--- config.mk ---
export PLATFORM = sky130hd
export DESIGN_NAME = pmu_seq
export DESIGN_NICKNAME = d
export VERILOG_FILES = /design/src/rtl/pmu_pkg.sv /design/src/rtl/pmu_cnt.sv /design/src/rtl/pmu_seq.sv
export SDC_FILE = /design/constraint.sdc
export NUM_CORES = 1
export LEC_CHECK = 0
export CORE_UTILIZATION = 49
export CTS_CLUSTER_SIZE = 12
export DETAILED_ROUTE_END_ITERATION = 16
export PLACE_DENSITY = 0.84
export SYNTH_ARGS = -nofsm -noshare
export SYNTH_HDL_FRONTEND = slang
export SYNTH_HIERARCHICAL = 1
export SYNTH_SLANG_ARGS = --single-unit
--- constraint.sdc ---
create_clock -name clk_32k -period 2.1 [get_ports clk_32k]
set_input_delay 0.315 -clock clk_32k [delete_from_list [all_inputs] [get_ports clk_32k]]
set_output_delay 0.315 -clock clk_32k [all_outputs]
set_load 0.005 [all_outputs]
--- src/rtl/pmu_pkg.sv ---
// pmu_pkg: state encoding, default cycle counts and counter sizing for the power sequencer
package pmu_pkg;
   typedef enum logic [2:0] {
      IDLE      = 3'd0,
      OSC_ON    = 3'd1,
      RST_REL   = 3'd2,
      EFUSE     = 3'd3,
      ACTIVE    = 3'd4,
      STOP_CLK  = 3'd5,
      SHUT_HOLD = 3'd6
   } pmu_state_e;
   localparam int OSC_SETTLE_DEF = 16;
   localparam int EFUSE_TMO_DEF  = 64;
   localparam int SHUT_HOLD_DEF  = 4;
   localparam int FIFO_RST_DEF   = 2;
   function automatic int cnt_w(input int a, input int b, input int c, input int d);
      int m;
      m = a;
      m = b > m ? b : m;
      m = c > m ? c : m;
      m = d > m ? d : m;
      return $clog2(m) + 1;
   endfunction
endpackage

--- src/rtl/pmu_cnt.sv ---
// pmu_cnt: loadable down-counter that saturates at zero and flags it
module pmu_cnt #(
   parameter int W = 7
) (
   input  logic         clk_32k,
   input  logic         rst_32k_alon_n,
   input  logic         load,
   input  logic [W-1:0] load_val,
   output logic         zero
);
   logic [W-1:0] cnt;
   always_ff @(posedge clk_32k or negedge rst_32k_alon_n)
      if (!rst_32k_alon_n) cnt <= '0;
      else if (load) cnt <= load_val;
      else if (cnt != '0) cnt <= cnt - W'(1);
   assign zero = cnt == '0;
endmodule

--- src/rtl/pmu_seq.sv ---
// pmu_seq: always-on 32 kHz power-up/power-down sequencer driving CRGU clock enables and resets
module pmu_seq
   import pmu_pkg::*;
#(
   parameter int OSC_SETTLE_CYC = OSC_SETTLE_DEF,
   parameter int EFUSE_TMO_CYC  = EFUSE_TMO_DEF,
   parameter int SHUT_HOLD_CYC  = SHUT_HOLD_DEF,
   parameter int FIFO_RST_CYC   = FIFO_RST_DEF
) (
   input  logic       clk_32k,
   input  logic       rst_32k_alon_n,
   input  logic       rg_top_start,
   input  logic       rg_slot_en,
   input  logic       fifo_flush_req,
   input  logic       efuse_done,
   output logic       osc13m_clk_en,
   output logic       efuse_clk_en,
   output logic       timer_clk_en,
   output logic       data_clk_en,
   output logic       slot_clk_en,
   output logic       shut_rstn,
   output logic       pmu_fifo_rstn,
   output logic       efuse_load_start,
   output logic       efuse_err,
   output logic [2:0] pmu_state,
   output logic       pmu_busy
);
   localparam int CW = cnt_w(OSC_SETTLE_CYC, EFUSE_TMO_CYC, SHUT_HOLD_CYC, FIFO_RST_CYC);
   pmu_state_e st, ns;
   logic          zero, f_zero, ld, f_ld, act, run;
   logic [CW-1:0] ld_val;
   always_comb begin
      ns = st;
      case (st)
         IDLE:      ns = rg_top_start ? OSC_ON : IDLE;
         OSC_ON:    ns = !rg_top_start ? STOP_CLK : zero ? RST_REL : OSC_ON;
         RST_REL:   ns = !rg_top_start ? STOP_CLK : EFUSE;
         EFUSE:     ns = !rg_top_start ? STOP_CLK : (efuse_done || zero) ? ACTIVE : EFUSE;
         ACTIVE:    ns = !rg_top_start ? STOP_CLK : ACTIVE;
         STOP_CLK:  ns = SHUT_HOLD;
         SHUT_HOLD: ns = zero ? IDLE : SHUT_HOLD;
         default:   ns = IDLE;
      endcase
   end
   assign ld     = ns != st && ns inside {OSC_ON, EFUSE, SHUT_HOLD};
   assign ld_val = ns == OSC_ON ? CW'(OSC_SETTLE_CYC - 1) :
                   ns == EFUSE  ? CW'(EFUSE_TMO_CYC - 1)  : CW'(SHUT_HOLD_CYC - 1);
   assign act    = st == ACTIVE && ns == ACTIVE;
   assign f_ld   = act && fifo_flush_req;
   assign run    = ns inside {RST_REL, EFUSE, ACTIVE};
   pmu_cnt #(.W(CW)) u_seq_cnt (
      .clk_32k        (clk_32k),
      .rst_32k_alon_n (rst_32k_alon_n),
      .load           (ld),
      .load_val       (ld_val),
      .zero           (zero)
   );
   pmu_cnt #(.W(CW)) u_fifo_cnt (
      .clk_32k        (clk_32k),
      .rst_32k_alon_n (rst_32k_alon_n),
      .load           (f_ld),
      .load_val       (CW'(FIFO_RST_CYC - 1)),
      .zero           (f_zero)
   );
   // STOP_CLK keeps timer/shut/fifo as they were so a stop from OSC_ON never raises them
   always_ff @(posedge clk_32k or negedge rst_32k_alon_n)
      if (!rst_32k_alon_n) begin
         st               <= IDLE;
         osc13m_clk_en    <= 1'b0;
         efuse_clk_en     <= 1'b0;
         timer_clk_en     <= 1'b0;
         data_clk_en      <= 1'b0;
         slot_clk_en      <= 1'b0;
         shut_rstn        <= 1'b0;
         pmu_fifo_rstn    <= 1'b0;
         efuse_load_start <= 1'b0;
         efuse_err        <= 1'b0;
         pmu_busy         <= 1'b0;
      end else begin
         st               <= ns;
         osc13m_clk_en    <= ns != IDLE;
         efuse_clk_en     <= ns inside {RST_REL, EFUSE};
         timer_clk_en     <= ns == ACTIVE || (ns == STOP_CLK && timer_clk_en);
         data_clk_en      <= ns == ACTIVE;
         slot_clk_en      <= ns == ACTIVE && rg_slot_en;
         shut_rstn        <= run || (ns == STOP_CLK && shut_rstn);
         pmu_fifo_rstn    <= act ? !fifo_flush_req && (pmu_fifo_rstn || f_zero) :
                             ns == STOP_CLK ? pmu_fifo_rstn : run;
         efuse_load_start <= ns == RST_REL;
         efuse_err        <= (st == EFUSE && efuse_done) ? 1'b0 :
                             (st == EFUSE && ns == ACTIVE) ? 1'b1 : efuse_err;
         pmu_busy         <= !(ns inside {IDLE, ACTIVE});
      end
   assign pmu_state = st;
endmodule

==> implementation parameters <==
Parameter                              Value

Timing
  Measured slew at the worst slew-check pin ... 0.558 ns
  Period minus WS final ... 1.96 ns
  Worst clock skew ... 0.00466 ns
  Total Neg Setup Slack ... 0 ns
  RSZ-0062 raised after global routing ... no
  Worst rel slew slack ... 62.8%
  Number of endpoints with negative hold slack in the final report ... 0
  Final-report max-slew violation count ... 0
  Max Clk Rate ... 510 MHz
  Finish-stage setup viols ... 0
  Period utilization ... 93.5%

Yosys
  Post-synthesis mux area share ... 0%
  Synthesized area ... 1570 um^2
  Primary flip-flop cell chosen by synthesis mapping ... dfrtp_1
  Post-synthesis sequential area ratio ... 43.1%
  Post-synth cell types ... 40
  Synthesized-area fraction occupied by ao, oa, aoi and oai cells ... 23.2%
  Share of flip-flops with an asynchronous set or reset after synthesis ... 100%
  Simple-gate share of the synthesized area ... 21.7%
  Largest family of logic cells by synthesized area ... compound AO/OA/AOI/OAI gates
  Post-Synth Adder-Cell Area ... 3.19%
  Post-synth EDFFs ... 0
  Synthesized instance count ... 168
  Number of warnings reported in the yosys synthesis log ... 6
  Number of storage elements in the synthesis netlist ... 27
  Avg Synthesized Cell Area ... 9.34 um^2
  Parity-gate share of the synthesized area counting xor and xnor cells ... 2.23%

GRT
  Wire length of the first global-routing pass ... 5560 um
  Antenna violations before repair ... 0
  All-Layer GR Usage ... 20.8%
  Maximum number of pins on one net before global-route repair ... 28
  Overflow after GRT ... 0
  Number of global-route vias before repair ... 1268

Floorplan
  Number of top-level pins ... 19
  Die Wd ... 58.6 um
  Number of rows in the core area ... 20
  Initial cell density of the core ... 51.4%
  Die area ... 3430 um^2
  Die extent in y ... 58.6 um
  CORE AREA ... 3050 um^2

Worst setup path
  Family of cells with the greatest summed delay on the critical path ... flip-flops
  Worst reg2reg startpoint ... u_seq_cnt/cnt[3]
  Data required time at the worst endpoint ... 1.78 ns
  Setup CP Type ... reg -> out
  Worst setup EP type ... output pin
  Worst-path cell with the longest stage delay ... dfrtp_1
  Buffers plus inverters on the worst setup path ... 1
  Cells along the critical path ... clkdlybuf4s50_1
  Worst Setup Start Kind ... register
  Critical path startpoint ... pmu_state[0]
  Largest stage delay, worst path ... 0.72 ns
  Highest fanout seen on the critical path ... 20
  Data arrival time of the critical path ... 1.65 ns

Routing
  Router iterations before antenna repair ... 4
  DR WL/cell ... 13.8 um
  Final routed wirelength across all metal layers ... 3360 um
  Final routed DRC violation total ... 0
  Number of nets with antenna violations after detailed routing ... 0
  Initial drt markers ... 74
  Vias per Instance ... 5.49
  Total via count in the routed design ... 1339

Finish
  Final cell count without fillers ... 244
  Total number of nets in the final design ... 211
  Layout cell share with drive strength beyond 1 ... 12.5%
  Final antenna diode count ... 0
  Area added between synthesis and finish ... 21.7%

Placement
  Routability Congestion ... 0.944
  Post-placement cell count ... 238
  Detailed placer's ending HPWL ... 2370 um
  Port Buffers ... 18

Clock network
  CTS sink count ... 27
  Clock tree from TritonCTS ... built
  Count of hold buffers inserted by post-cts repair ... 0
  Clock transition at the registers of the reported paths ... 0.14 ns
  Clock root buffer ... clkbuf_4
  Htree depth ... 1
  Clock latency on the worst-skew pair ... 0.32 ns
  Number of clock buffers inserted by TritonCTS ... 3
  Maximum root-to-sink buffer count ... 2

Pwr
  Share of total power in combinational logic ... 56.2%
  Power per unit of standard cell area ... 1460 nW/um^2
  Clk pwr share ... 7.9%
  Switching power total ... 1.17 mW
  Leakage power ... 0.824 nW
  Total internal power ... 1.61 mW
  Switching share of total power ... 42.2%
  Fraction of power consumed by sequential logic ... 35.9%
  Peak VDD IR ... 0.852 mV

Run
  Maximum Capacitance Violations ... 0

Worst hold path
  Worst min-delay path category ... in -> async

Run status
  Outcome ... completed
cell families after synthesis:
| group | Yosys count |
|---|---|
| XOR/XNOR | 4 |
| AO/OA/AOI/OAI | 55 |
| adder cells (fa/ha/maj) | 4 |
| buffers and inverters | 20 |
| AND/OR/NAND/NOR | 56 |
| other | 2 |
| flip-flops | 27 |
metal layers:
metal	vias to the layer above	track usage (%)	routed length [um]
li1	663	-	-
met1	643	27.6	1570
met2	31	34.3	1640
met3	2	4.18	128
met4	0	6.46	19
met5	-	0	0
path summary, 6_finish.rpt:
check	to	slack, ns	depth (start not counted)
worst max register to register	u_seq_cnt/cnt[3]	0.14	8
max in group asynchronous	u_seq_cnt/cnt[1]	1.49	2
worst min-delay path	u_fifo_cnt/cnt[1]	0.34	2
worst max-delay path	pmu_state[0]	0.14	1
worst min register to register	timer_clk_en	0.55	2
min in group clk_32k	slot_clk_en	0.50	3
sequential cells by signal (all words and copies together), names as in the netlist:
signal            flops
efuse_err             1
timer_clk_en          1
data_clk_en           1
osc13m_clk_en         1
shut_rstn             1
pmu_fifo_rstn         1
efuse_clk_en          1
pmu_state             3
u_seq_cnt/cnt         7
u_fifo_cnt/cnt        7
slot_clk_en           1
efuse_load_start      1
pmu_busy              1
placed cells by master (no fill, tap or decap), types with 2 or more instances in the layout:
cell / n
nand2_1: 13
clkdlybuf4s50_1: 18
a21oi_1: 10
or4_1: 2
nor3b_1: 2
o31a_1: 2
o21ai_1: 2
nor4b_2: 2
o21ai_0: 11
conb_1: 10
nor3_1: 4
o31ai_1: 8
nand2b_1: 5
clkbuf_4: 3
buf_4: 12
and3_1: 2
a21boi_0: 2
or4_4: 2
a21o_1: 4
nor4_2: 2
a22o_1: 2
xnor2_1: 4
nor2_1: 10
a31oi_1: 4
a221oi_1: 3
dfrtp_1: 27
nor2b_1: 5
ha_1: 3
a41oi_1: 3
inv_1: 10
synth_stat cells (all sizes together), types with 2 or more instances:
cell    count  area, um^2
a21boi      2        15.0
a21o        4        30.0
a21oi      10        50.1
a221oi      3        26.3
a22o        2        17.5
a31oi       4        25.0
a41oi       3        26.3
and3        2        12.5
buf         8        51.3
clkbuf      2        7.51
conb        2        7.51
dfrtp      27         676
ha          4        50.1
inv        10        37.5
nand2      13        48.8
nand2b      6        37.5
nor2       11        41.3
nor2b       5        31.3
nor3        4        20.0
nor3b       2        15.0
nor4        3        31.3
nor4b       3        38.8
o21ai      13        65.1
o31a        2        17.5
o31ai       8        60.1
or4         4        37.5
xnor2       4        35.0
repair_timing:
action / CTS / global route
resized for setup: 0 / 5
setup endpoints to repair: 0 / 8
setup buffers: 0 / 2
power by group through the flow:
stage	registers [mW]	logic (mW)	clock network, mW
finish	1.00	1.56	0.220
global route	1.03	1.74	0.250
CTS	0.998	1.50	0.236
detailed placement	1.01	1.48	0
global placement	0.991	1.42	0
floorplan	0.937	1.07	0
metrics by stage:
step	hold WS (ns)	area, um^2	total power [mW]	util [%]	worst slack (ns)
final	0.345	1910	2.78	62.5	0.137
after global routing	0.372	1910	3.02	62.5	0.00657
after CTS	0.354	1880	2.73	61.5	0.0247
after detailed placement	0.529	1850	2.50	60.6	0.0468
after global placement	0.522	1850	2.41	60.6	0.0968
after floorplan	0.0194	1600	2.01	-	0.0305
final cells by class:
| class | count | area [um^2] |
|---|---|---|
| Fill cell | 253 | 1140 |
| Multi-Input combinational cell | 129 | 845 |
| Sequential cell | 27 | 676 |
| Timing Repair Buffer | 30 | 270 |
| Tap cell | 44 | 55.1 |
| Inverter | 10 | 37.5 |
| Clock buffer | 4 | 26.3 |
Note: power is estimated with default switching activity, not from simulation.
